**src/rtl/hyperram_phy_sequencer.sv**
```systemverilog
// HyperRAM PHY transaction sequencer: CA phase, initial latency, write/read data phases, CK park and CS recovery.
// Define HYPERRAM_BYTE_MASK_EN to add the WrMask port that drives RWDS as the write byte mask.
module hyperram_phy_sequencer #(
  parameter int LatencyCycles = 6,
  parameter int RecoveryTicks = 4,
  parameter int TimeoutTicks  = 64
) (
  input  logic        Clk,
  input  logic        Reset,
  input  logic        CmdValid,
  output logic        CmdReady,
  input  logic [47:0] CmdCA,
  input  logic [7:0]  CmdLength,
  input  logic [7:0]  WrData,
`ifdef HYPERRAM_BYTE_MASK_EN
  input  logic        WrMask,
`endif
  output logic        WrTake,
  output logic [7:0]  RdData,
  output logic        RdValid,
  output logic        Done,
  output logic        Error,
  output logic        CS,
  output logic        CK,
  output logic [7:0]  Dout,
  output logic        DoutEn,
  input  logic [7:0]  Din,
  input  logic        RWDSin,
  output logic        RWDSout,
  output logic        RWDSEn
);

  localparam int LatMax  = 4 * LatencyCycles;
  localparam int CntMax0 = (LatMax > TimeoutTicks) ? LatMax : TimeoutTicks;
  localparam int CntMax  = (CntMax0 > RecoveryTicks) ? CntMax0 : RecoveryTicks;
  localparam int CntW    = $clog2(CntMax + 1);

  typedef logic [CntW-1:0] cntType;
  typedef enum logic [2:0] {IDLE, CA, LATENCY, WRITE, READ, PAD, RECOVER} stateType;

  stateType    state, stateNext;
  cntType      cnt, cntNext;
  logic [8:0]  byteCnt, byteNext;
  logic [47:0] caShift, caNext;
  logic [7:0]  len, lenNext;
  logic        isRd, rdNext, isReg, regNext;
  logic        dbl, dblNext, errFlag, errNext;
  logic        ck, ckNext, rwdsPrev, doneReg;
  logic        rwdsEdge, leaveData;
  cntType      latLast;
  logic [8:0]  wrLast;

  assign rwdsEdge = (RWDSin != rwdsPrev);
  assign latLast  = dbl ? cntType'(4 * LatencyCycles - 1) : cntType'(2 * LatencyCycles - 1);
  assign wrLast   = (!isRd && isReg) ? 9'd1 : {1'b0, len};
  assign Done     = doneReg;
  assign Error    = doneReg & errFlag;

  // Reset lands in RECOVER so the device always sees a full CS-high interval.
  always_ff @(posedge Clk or posedge Reset) begin
    if (Reset) begin
      state    <= RECOVER;
      cnt      <= cntType'(RecoveryTicks);
      byteCnt  <= '0;
      caShift  <= '0;
      len      <= '0;
      isRd     <= 1'b0;
      isReg    <= 1'b0;
      dbl      <= 1'b0;
      errFlag  <= 1'b0;
      ck       <= 1'b0;
      rwdsPrev <= 1'b0;
      doneReg  <= 1'b0;
    end else begin
      state    <= stateNext;
      cnt      <= cntNext;
      byteCnt  <= byteNext;
      caShift  <= caNext;
      len      <= lenNext;
      isRd     <= rdNext;
      isReg    <= regNext;
      dbl      <= dblNext;
      errFlag  <= errNext;
      ck       <= ckNext;
      rwdsPrev <= RWDSin;
      doneReg  <= (stateNext == RECOVER) && (state != RECOVER);
    end
  end

  always_comb begin
    stateNext = state;
    cntNext   = cnt;
    byteNext  = byteCnt;
    caNext    = caShift;
    lenNext   = len;
    rdNext    = isRd;
    regNext   = isReg;
    dblNext   = dbl;
    errNext   = errFlag;
    ckNext    = 1'b0;
    leaveData = 1'b0;
    CmdReady  = 1'b0;
    CS        = 1'b1;
    CK        = 1'b0;
    Dout      = 8'h00;
    DoutEn    = 1'b0;
    WrTake    = 1'b0;
    RdValid   = 1'b0;
    RdData    = Din;
    RWDSout   = 1'b0;
    RWDSEn    = 1'b0;
    case (state)
      IDLE: begin
        CmdReady = 1'b1;
        if (CmdValid) begin
          caNext    = CmdCA;
          lenNext   = CmdLength;
          rdNext    = CmdCA[47];
          regNext   = CmdCA[46];
          dblNext   = 1'b0;
          errNext   = 1'b0;
          cntNext   = '0;
          byteNext  = '0;
          ckNext    = 1'b1;
          stateNext = CA;
        end
      end
      CA: begin
        CS     = 1'b0;
        CK     = ck;
        ckNext = ~ck;
        Dout   = caShift[47:40];
        DoutEn = 1'b1;
        caNext = {caShift[39:0], 8'h00};
        cntNext = cnt + 1'b1;
        if (cnt == cntType'(2)) dblNext = RWDSin;
        if (cnt == cntType'(5)) begin
          cntNext   = '0;
          stateNext = (!isRd && isReg) ? WRITE : LATENCY;
        end
      end
      LATENCY: begin
        CS      = 1'b0;
        CK      = ck;
        ckNext  = ~ck;
        cntNext = cnt + 1'b1;
        if (cnt == latLast) begin
          cntNext   = '0;
          stateNext = isRd ? READ : WRITE;
        end
      end
      WRITE: begin
        CS       = 1'b0;
        CK       = ck;
        ckNext   = ~ck;
        WrTake   = 1'b1;
        Dout     = WrData;
        DoutEn   = 1'b1;
        RWDSEn   = 1'b1;
`ifdef HYPERRAM_BYTE_MASK_EN
        RWDSout  = WrMask;
`endif
        byteNext = byteCnt + 9'd1;
        if (byteCnt == wrLast) leaveData = 1'b1;
      end
      READ: begin
        CS     = 1'b0;
        CK     = ck;
        ckNext = ~ck;
        // The timeout counter restarts on every RWDS edge, so it measures edge-to-edge gaps.
        if (rwdsEdge) begin
          RdValid  = 1'b1;
          byteNext = byteCnt + 9'd1;
          cntNext  = '0;
          if (byteCnt == {1'b0, len}) leaveData = 1'b1;
        end else begin
          cntNext = cnt + 1'b1;
          if (cnt == cntType'(TimeoutTicks - 1)) begin
            leaveData = 1'b1;
            errNext   = 1'b1;
          end
        end
      end
      PAD: begin
        CS        = 1'b0;
        cntNext   = cntType'(RecoveryTicks);
        stateNext = RECOVER;
      end
      RECOVER: begin
        if (cnt <= cntType'(1)) stateNext = IDLE;
        else cntNext = cnt - 1'b1;
      end
      default: stateNext = RECOVER;
    endcase
    // A data phase that ends with CK high needs one PAD tick to park CK low before CS rises.
    if (leaveData) begin
      ckNext    = 1'b0;
      cntNext   = cntType'(RecoveryTicks);
      stateNext = ck ? PAD : RECOVER;
    end
  end

endmodule

```
**config.mk**
```make
export PLATFORM = sky130hd
export DESIGN_NAME = hyperram_phy_sequencer
export DESIGN_NICKNAME = d
export VERILOG_FILES = /design/src/rtl/hyperram_phy_sequencer.sv
export SDC_FILE = /design/constraint.sdc
export NUM_CORES = 1
export LEC_CHECK = 0
export CELL_PAD_IN_SITES_DETAIL_PLACEMENT = 0
export CELL_PAD_IN_SITES_GLOBAL_PLACEMENT = 1
export CORE_ASPECT_RATIO = 1.1
export CORE_MARGIN = 8
export CORE_UTILIZATION = 38
export CTS_BUF_LIST = sky130_fd_sc_hd__clkbuf_16
export CTS_CLUSTER_SIZE = 30
export DETAILED_ROUTE_END_ITERATION = 12
export PLACE_DENSITY_LB_ADDON = 0.1
export SLEW_MARGIN = 5
export SYNTH_ARGS = -nofsm -noshare
export SYNTH_HDL_FRONTEND = slang
export SYNTH_SLANG_ARGS = --single-unit
```
**constraint.sdc**
```tcl
create_clock -name Clk -period 3.55 [get_ports Clk]
set_clock_uncertainty 0.2 [all_clocks]
set_input_delay 0.5325 -clock Clk [delete_from_list [all_inputs] [get_ports Clk]]
set_output_delay 0.5325 -clock Clk [all_outputs]
set_load 0.01 [all_outputs]
```
Word-level counts from Yosys, hierarchy flattened
Index checks and enable logic that the tools add are counted.
{ "totals": {"reg_bits": 82, "out_inout_bits": 26, "elab_cells": 103} }
{ "op_classes": {"n_addsub": 3, "order_cmp": 1, "n_eq_ne": 22, "muxes": 45, "bitwise": 2, "reduce_logical": 18} }
{ "ops": {"columns": ["cell", "n"], "rows": [
  ["48-bit one-hot mux with 2 select lines", 1],
  ["48-bit two-way mux", 1],
  ["7-bit two-way mux", 6],
  ["7-bit one-hot mux with 6 select lines", 1],
  ["9-bit one-hot mux with 3 select lines", 1],
  ["9-bit by 8-bit == test with 1-bit output", 2],
  ["1-bit two-way mux", 18],
  ["3-bit two-way mux", 6],
  ["9-bit two-way mux", 2],
  ["8-bit one-hot mux with 2 select lines", 1],
  ["3-bit one-hot mux with 5 select lines", 1],
  ["3-bit == test (second input constant)", 4],
  ["2-bit != test (second input constant)", 5],
  ["9-bit by 1-bit adder with 9-bit output (second input constant)", 1],
  ["3-bit != test (second input constant)", 3],
  ["3-bit AND reduction", 3],
  ["8-bit two-way mux", 1],
  ["1-bit one-hot mux with 2 select lines", 4],
  ["7-bit by 1-bit adder with 7-bit output (second input constant)", 1],
  ["7-bit by 2-bit == test with 1-bit output (second input constant)", 1],
  ["7-bit by 3-bit == test with 1-bit output (second input constant)", 1],
  ["7-bit by 5-bit == test with 1-bit output", 1],
  ["7-bit by 6-bit == test with 1-bit output (second input constant)", 1],
  ["7-bit by 1-bit <= comparator with 1-bit output (second input constant)", 1],
  ["other kinds (19)", 24]
]} }

Depth between registers and ports, before layout
Gate-level depths: netlist of the first run.
{ "logic_depth": {"depth_word": 9, "ltp_mapped": 9} }

Worst setup path after synthesis of the first run
No wires, ideal clock.
{ "synth_timing": {"path_kind": "register to register", "from": "register state[2]", "to": "register cnt[2]", "t_arrival_ns": 1.937, "required_ns": 3.264, "setup_slack_ns": 1.328, "path_stages_with_launch": 9, "period_less_slack_ns": 2.222, "cell_sequence": "dfstp_2 > buf_4 > nor2_1 > and2_1 > buf_2 > a221oi_4 > or3b_1 > a21oi_1 > a2111o_1"} }
{ "synth_between": {"elab_chain_cells": 4, "elab_cells_between_ends": 14, "cone_classes": "eq/ne (8); mux (3); reduce/logical (3)"} }
{ "synth_rtl": {"columns": ["element", "line_no", "source"], "rows": [
  ["start, declared", "41", "stateType state, stateNext;"],
  ["start signal, assigned", "75", "state <= stateNext;"],
  ["3-bit == test or 3-bit by 2-bit == test with 1-bit output (tied branches)", "112", "case (state)"],
  ["1-bit one-hot mux with 2 select lines", "112", null],
  ["7-bit nonzero test (no line) or 3-bit != test (tied branches)", null, null],
  ["3-bit AND reduction (no line)", null, null],
  ["end signal, assigned", "63", "cnt <= cntType'(RecoveryTicks);"],
  ["end signal, assigned", "76", "cnt <= cntNext;"],
  ["end, declared", "42", "cntType cnt, cntNext;"]
]} }
Parallel ways exist; a longest one is shown, timed or not.
A chain may end at the register's enable or synchronous reset.

Worst setup path in the final report of the first run
{ "layout_timing": {"from": "register state[1]", "to": "output RWDSEn"} }
{ "layout_between": {"elab_chain_cells": 2} }
{ "layout_rtl": {"columns": ["element", "line_no", "source"], "rows": [
  ["3-bit by 2-bit == test with 1-bit output", "112", null],
  ["1-bit two-way mux", "112", null],
  ["end, declared", "30", "output logic RWDSEn"]
]} }
Every way passes these cells.

==> results of run 1 <==
==> cells in the mapped netlist (2+ instances only) <==
library cell / instances
nand2_1: 104
dfrtp_1: 79
o21ai_0: 52
mux2i_1: 47
nor2_1: 24
inv_1: 21
a21oi_1: 20
clkbuf_1: 17
buf_4: 15
buf_2: 10
nand3_1: 10
o22ai_1: 7
nor3_1: 6
ha_1: 5
nand2b_1: 5
nand4_1: 5
o21ai_1: 5
xor2_1: 5
a31oi_1: 4
and2_1: 4
or3_1: 4
a211o_1: 3
and3_1: 3
dfstp_2: 3
nand3b_1: 3
xnor2_1: 3
a211oi_1: 2
a21boi_0: 2
a22o_1: 2
a31o_2: 2
buf_1: 2
mux2_2: 2
nor2b_1: 2
o211a_1: 2
or3b_1: 2
or4_1: 2
==> worst max-delay path by stage <==
stage               startpoint        to  slack [ns]
floorplan                Reset      Done        0.71
finish                state[1]    RWDSEn        0.54
detailed placement      RWDSin  state[0]        0.66
CTS                   state[1]    RWDSEn        0.53
global placement        RWDSin  state[0]        0.67
global route          state[1]        CK        0.37
==> worst max-delay path: stages, from the launching register on <==
cell             delay [ns]
dfstp_2                0.85
nand3b_1               0.34
inv_1                  0.19
clkdlybuf4s50_1        0.55
==> logic make-up (layout without fill, tap and decap cells) <==
| logic type | after synthesis | count (layout) |
|---|---|---|
| AOI/OAI and AO/OA | 117 | 117 |
| xor gates and xnor gates | 8 | 8 |
| adders and majority gates | 5 | 5 |
| buffers and inverters | 67 | 126 |
| DFF | 82 | 82 |
| muxes | 49 | 49 |
| other | 1 | 1 |
| and+or+nand+nor | 181 | 181 |
==> state kept, by name, indices dropped and copies added (netlist names) <==
name,count
isRd,1
cnt,7
state,3
errFlag,1
len,8
caShift,48
isReg,1
rwdsPrev,1
ck,1
dbl,1
byteCnt,9
Done,1
==> power breakdown <==
group	switching (mW)	internal, mW	leakage (nW)
registers	0.348	1.30	1.05
clock network	0.385	0.681	0.167
logic	0.697	0.663	1.24
==> routing by layer <==
metal,vias up,track usage,share of wire
li1,1854,-,-
met1,1848,0.200,0.45
met2,84,0.255,0.48
met3,20,0.0347,0.046
met4,2,0.0667,0.019
met5,-,0,0.0011
==> final cells by class <==
cell class | instances | area, sq um | share of cell area
multi-input combinational | 361 | 2200 | 0.382
sequential | 82 | 2060 | 0.356
timing repair buffer | 89 | 903 | 0.157
clock buffer | 9 | 225 | 0.0390
tap | 154 | 193 | 0.0334
clock inverter | 6 | 108 | 0.0186
inverter | 22 | 83.8 | 0.0145
==> metrics by stage <==
| stage | instances | instance area [sq um] | power, mW | utilization |
|---|---|---|---|---|
| 4_1_cts | 723 | 5770 | 4.12 | 0.484 |
| 6_report | 723 | 5770 | 4.08 | 0.484 |
| 3_3_place_gp | 708 | 5440 | 3.02 | 0.456 |
| 3_5_place_dp | 708 | 5440 | 3.03 | 0.456 |
| 2_1_floorplan | 510 | 4580 | 2.58 | - |
| 5_1_grt | 723 | 5770 | 4.38 | 0.484 |
==> reports/qor.yml, run 1 <==
run_status:
  status: "completed"
floorplanning:
  start_util: 0.384
  num_io_pins: 102
  die_h_um: 131
  placementRows: 42
  core-area_sq_mm: 0.0119
  fp.dieW_um: 121
  dieArea_sq_mm: 0.0158
clock_network:
  cts_root_buf: "clkbuf_16"
  clk_path_buf_depth: 2
  cts.sinks: 82
  clk-insertion-delay-late_ns: 0.34
  hold_buffers: 0
  numCtsBuffers: 9
  htree_levels: 3
  path_clk_slew_ns: 0.06
  cts_resized: 0
  cts_setup_buffers: 0
  tritoncts: "built"
sta:
  period_minus_slack_ns: 3.01
  post-route-period-util: 0.848
  hold_slack_ns: 0.275
  max-slew-margin-rel: 0.459
  setup_viol: 0
  setup_tns_ns: 0
  fmax_mhz: 332
  rsz0062_at_grt: "no"
  setup_ws_ns: 0.541
  slew_violations: 0
  worstMarginPinSlew_ns: 0.809
  hold_viol: 0
worst_setup_path:
  r2r_cells: 6
  r2r_start: "state[1]"
  end_kind: "primary output"
  worstReg2RegEnd: "state[0]"
  path_max_fanout: 24
  crit_arrival_ns: 2.28
  cp-start-kind: "flip-flop"
  required_ns: 2.82
  criticalPathCategory: "reg -> out"
  rrSetupSlack_ns: 0.69
grt:
  grt_max_degree: 89
  gr-total-overflow: 0
  grt_pass1_wl_um: 20400
  antenna_found_initial: 1
  grt_use_total: 0.159
  grt_pass1_vias: 3963
finish:
  mostFrequentLayoutCells: "nand2_1, clkdlybuf4s50_1, dfrtp_1"
  n_antenna_cell: 0
  fin_nets: 646
  drive_above_1_share: 0.0668
  syn2layout_area_growth_pct: 25.9
  fillers: 1102
  layout_commonest_cell: "nand2_1"
power_and_ir_drop:
  cellPowerDensity_mw_per_mm2: 707
  power_leakage_nw: 2.46
  ir_drop_v: 0.000275
min_path:
  min-delay-start: "caShift[46]"
  hold_class: "reg -> reg"
  min_to: "caShift[46]"
  hold_depth: 2
place:
  place_hpwl_um: 8680
  io_buffers: 84
  place_ws_ns: 0.655
  gp_congestion: 0.807
synth:
  syn-num-nets: 591
  syn_area_sq_mm: 0.00458
  synth.area.mux_share: 0.108
  synth.distinct_cells: 62
  synth_xor_area_frac: 0.0153
  synthArstFlopShare: 1.00
  synth_area_leaders: "dfrtp_1, mux2i_1, nand2_1, o21ai_0, buf_4"
  yosys.area_share.simple: 0.183
  synth.largest_area_cell: "dfrtp_1"
  yosysTopAreaCellShare: 0.431
  synth_top_family_by_area: "simple AND/OR/NAND/NOR gates"
  synth-edff-count: 0
  syn_area_per_cell_sq_um: 8.99
  yosysSeqAreaShare: 0.449
  synthAdderAreaFrac: 0.0137
  syn_inst: 510
  yosysWarnings: 0
  ys.flop_type: "dfrtp_1"
  ys_seq_elements: 82
  synth_compound_area_frac: 0.160
flow_run:
  max_cap_violations: 0
drt:
  wl_per_cell_um: 16.7
  drc: 0
  dr.pass1.iters: 4
  first_iter_violations: 247
  wl_um: 12100
  antenna_left: 0
  via_per_inst: 5.27
  vias: 3808
Note: power is estimated with default switching activity, not from simulation.
==> run 2, diff against run 1 <==
--- a/config.mk
+++ b/config.mk
@@ -9,7 +9,7 @@
 export CELL_PAD_IN_SITES_GLOBAL_PLACEMENT = 1
 export CORE_ASPECT_RATIO = 1.1
 export CORE_MARGIN = 8
-export CORE_UTILIZATION = 38
+export CORE_UTILIZATION = 34
 export CTS_BUF_LIST = sky130_fd_sc_hd__clkbuf_16
 export CTS_CLUSTER_SIZE = 30
 export DETAILED_ROUTE_END_ITERATION = 12
==> constraint.sdc (replaced) <==
create_clock -name Clk -period 2.6 [get_ports Clk]
set_clock_uncertainty 0.2 [all_clocks]
set_input_delay 0.39 -clock Clk [delete_from_list [all_inputs] [get_ports Clk]]
set_output_delay 0.39 -clock Clk [all_outputs]
set_load 0.01 [all_outputs]
==> reports/qor.yml, run 2 (synthesized netlist as in run 1, its figures left out) <==
run_status:
  status: "completed"  # unchanged
worst_setup_path:
  cpMaxStageDelayCell: "dfstp_2"  # unchanged
  r2r_start: "cnt[2]"  # was state[1]
  crit_arrival_ns: 1.93  # was 2.28 ns
  critPathBufInv: 2  # unchanged
  cp-start-kind: "flip-flop"  # unchanged
  path_max_fanout: 8  # was 24
  required_ns: 2.01  # was 2.82 ns
  critPathLaunch: "state[1]"  # unchanged
  criticalPathCategory: "reg -> out"  # unchanged
  path_delay_family: "buffers and inverters"  # was flip-flops
  path_cells: "buf_4 > mux2i_1 > nor2_1 > clkdlybuf4s50_1"  # was nand3b_1 > inv_1 > clkdlybuf4s50_1
  end_kind: "primary output"  # unchanged
  max_stage_delay_ns: 0.61  # was 0.85 ns
finish:
  fin_area_sq_mm: 0.00595  # was 0.00577 sq mm
  syn2layout_area_growth_pct: 29.8  # was 25.9%
  fillers: 1318  # was 1102
  reg_top3: "caShift x48, byteCnt x9, len x8"  # unchanged
  finalCoreUtilization: 0.450  # was 0.484
  layout_commonest_cell: "nand2_1"  # unchanged
  n_antenna_cell: 0  # unchanged
  drive_above_1_share: 0.0935  # was 0.0668
  fin_nets: 664  # was 646
  multi_input_area_sq_mm: 0.00221  # was 0.00220 sq mm
  largest_register: "caShift"  # unchanged
  ff_latch_area_sq_mm: 0.00206  # about the same
  largest_register_ffs: 48  # unchanged
  mostFrequentLayoutCells: "nand2_1, clkdlybuf4s50_1, dfrtp_1"  # unchanged
sta:
  slew_violations: 0  # unchanged
  max-slew-margin-rel: 0.664  # was 0.459
  setup_viol: 0  # unchanged
  hold_slack_ns: 0.226  # was 0.275 ns
  worstMarginPinSlew_ns: 0.503  # was 0.809 ns
  rsz0062_at_grt: "no"  # unchanged
  fmax_mhz: 397
  setup_tns_ns: 0  # unchanged
  period_minus_slack_ns: 2.52
  post-route-period-util: 0.968
  hold_viol: 0  # unchanged
power_and_ir_drop:
  power.switching_mw: 1.97  # was 1.43 mW
  ir_drop_v: 0.000360  # was 0.000275 V
  cellPowerDensity_mw_per_mm2: 942  # was 707 mW/mm^2
  switching_share: 0.352  # was 0.351
  internal_power_mw: 3.63  # was 2.65 mW
  p_clk_frac: 0.237  # was 0.261
  power_frac_seq: 0.397  # was 0.405
  comb_power_share: 0.366  # was 0.334
  power_leakage_nw: 2.58  # was 2.46 nW
clock_network:
  clk_path_buf_depth: 2  # unchanged
  hold_buffers: 0  # unchanged
  path_clk_slew_ns: 0.06  # about the same
  numCtsBuffers: 9  # unchanged
  cts_root_buf: "clkbuf_16"  # unchanged
  clk-insertion-delay-late_ns: 0.34  # about the same
  htree_levels: 3  # unchanged
  tritoncts: "built"  # unchanged
  cts.sinks: 82  # unchanged
place:
  gp_congestion: 0.824  # was 0.807
  io_buffers: 84  # unchanged
  place_hpwl_um: 9290  # was 8680 um
  dpl_cell_area_sq_mm: 0.00559  # was 0.00544 sq mm
grt:
  gr-total-overflow: 0  # unchanged
  grt_pass1_wl_um: 20400  # about the same
  grt_pass1_vias: 3894  # was 3963
  grt_use_total: 0.148  # was 0.159
  grt_max_degree: 89  # unchanged
  antenna_found_initial: 0  # was 1
floorplanning:
  placementRows: 44  # was 42
  num_io_pins: 102  # unchanged
  fp.dieW_um: 127  # was 121 um
  die_h_um: 138  # was 131 um
  core-area_sq_mm: 0.0132  # was 0.0119 sq mm
  start_util: 0.347  # was 0.384
  dieArea_sq_mm: 0.0175  # was 0.0158 sq mm
drt:
  wl_per_cell_um: 16.8  # was 16.7 um
  vias: 3873  # was 3808
  antenna_left: 0  # unchanged
  dr.pass1.iters: 4  # unchanged
  drc: 0  # unchanged
  via_per_inst: 5.17  # was 5.27
  wl_um: 12600  # was 12100 um
  first_iter_violations: 267  # was 247
flow_run:
  max_cap_violations: 0  # unchanged
min_path:
  hold_class: "in -> async"  # was reg -> reg
run 2: changes by cell type in the layout (fill, tap and decap cells not counted), sizes merged:
| cell | delta |
|---|---|
| clkdlybuf4s50 | -3 |
| dlymetal6s2s | +2 |
| bufinv | -1 |
| clkinv | -1 |
| inv | +2 |
| clkinvlp | +1 |
| dlygate4sd2 | +1 |
| buf | +18 |
run 2: path summary, 6_finish.rpt:
check                           end  slack [ns]  cells past startpoint
setup / recovery            Dout[7]        0.08                      4
hold / removal             rwdsPrev        0.23                      2
setup reg to reg             cnt[2]        0.21                      6
hold reg to reg             errFlag        0.28                      2
max in group asynchronous  state[1]        1.29                      3
min in group Clk            errFlag        0.28                      2
run 2: metal layers:
layer,routed length [um],share of wire,global-route usage,vias to the layer above
met5,0,0,0,-
met4,215,0.017,0.0569,0
met3,696,0.055,0.0410,18
met2,5910,0.47,0.237,96
met1,5760,0.46,0.188,1861
li1,-,-,-,1898
run 2: power by group through the flow:
stage	sequential (mW)	clock (mW)	combinational (mW)
after floorplan	2.03	0	1.49
after global placement	2.24	0	1.98
after detailed placement	2.25	0	2.01
after CTS	2.22	1.38	2.05
after global routing	2.29	1.42	2.29
final	2.22	1.33	2.05
run 2: through the flow:
| stage | std cells | setup slack [ns] | power, mW |
|---|---|---|---|
| 2_1_floorplan | 510 | 0.378 | 3.52 |
| 3_3_place_gp | 727 | 0.0712 | 4.22 |
| 3_5_place_dp | 727 | 0.0267 | 4.26 |
| 4_1_cts | 746 | 0.0383 | 5.65 |
| 5_1_grt | 749 | 0.00792 | 6.00 |
| 6_report | 749 | 0.0835 | 5.60 |
run 2: layout make-up:
| cell class | instances | area share |
|---|---|---|
| clock inverters | 7 | 0.0133 |
| flip-flops and latches | 82 | 0.346 |
| well taps | 161 | 0.0339 |
| repair buffers | 107 | 0.184 |
| inverters | 22 | 0.0145 |
| clock buffers | 9 | 0.0379 |
| multi-input cells | 361 | 0.371 |
run 2: what timing repair did:
| action | 4_1_cts | 5_1_grt |
|---|---|---|
| cloned | 0 | 0 |
| endpoints found under the setup margin | 12 | 4 |
| gates resized for setup | 3 | 2 |
| setup buffers | 3 | 3 |
| pin swaps | 0 | 1 |
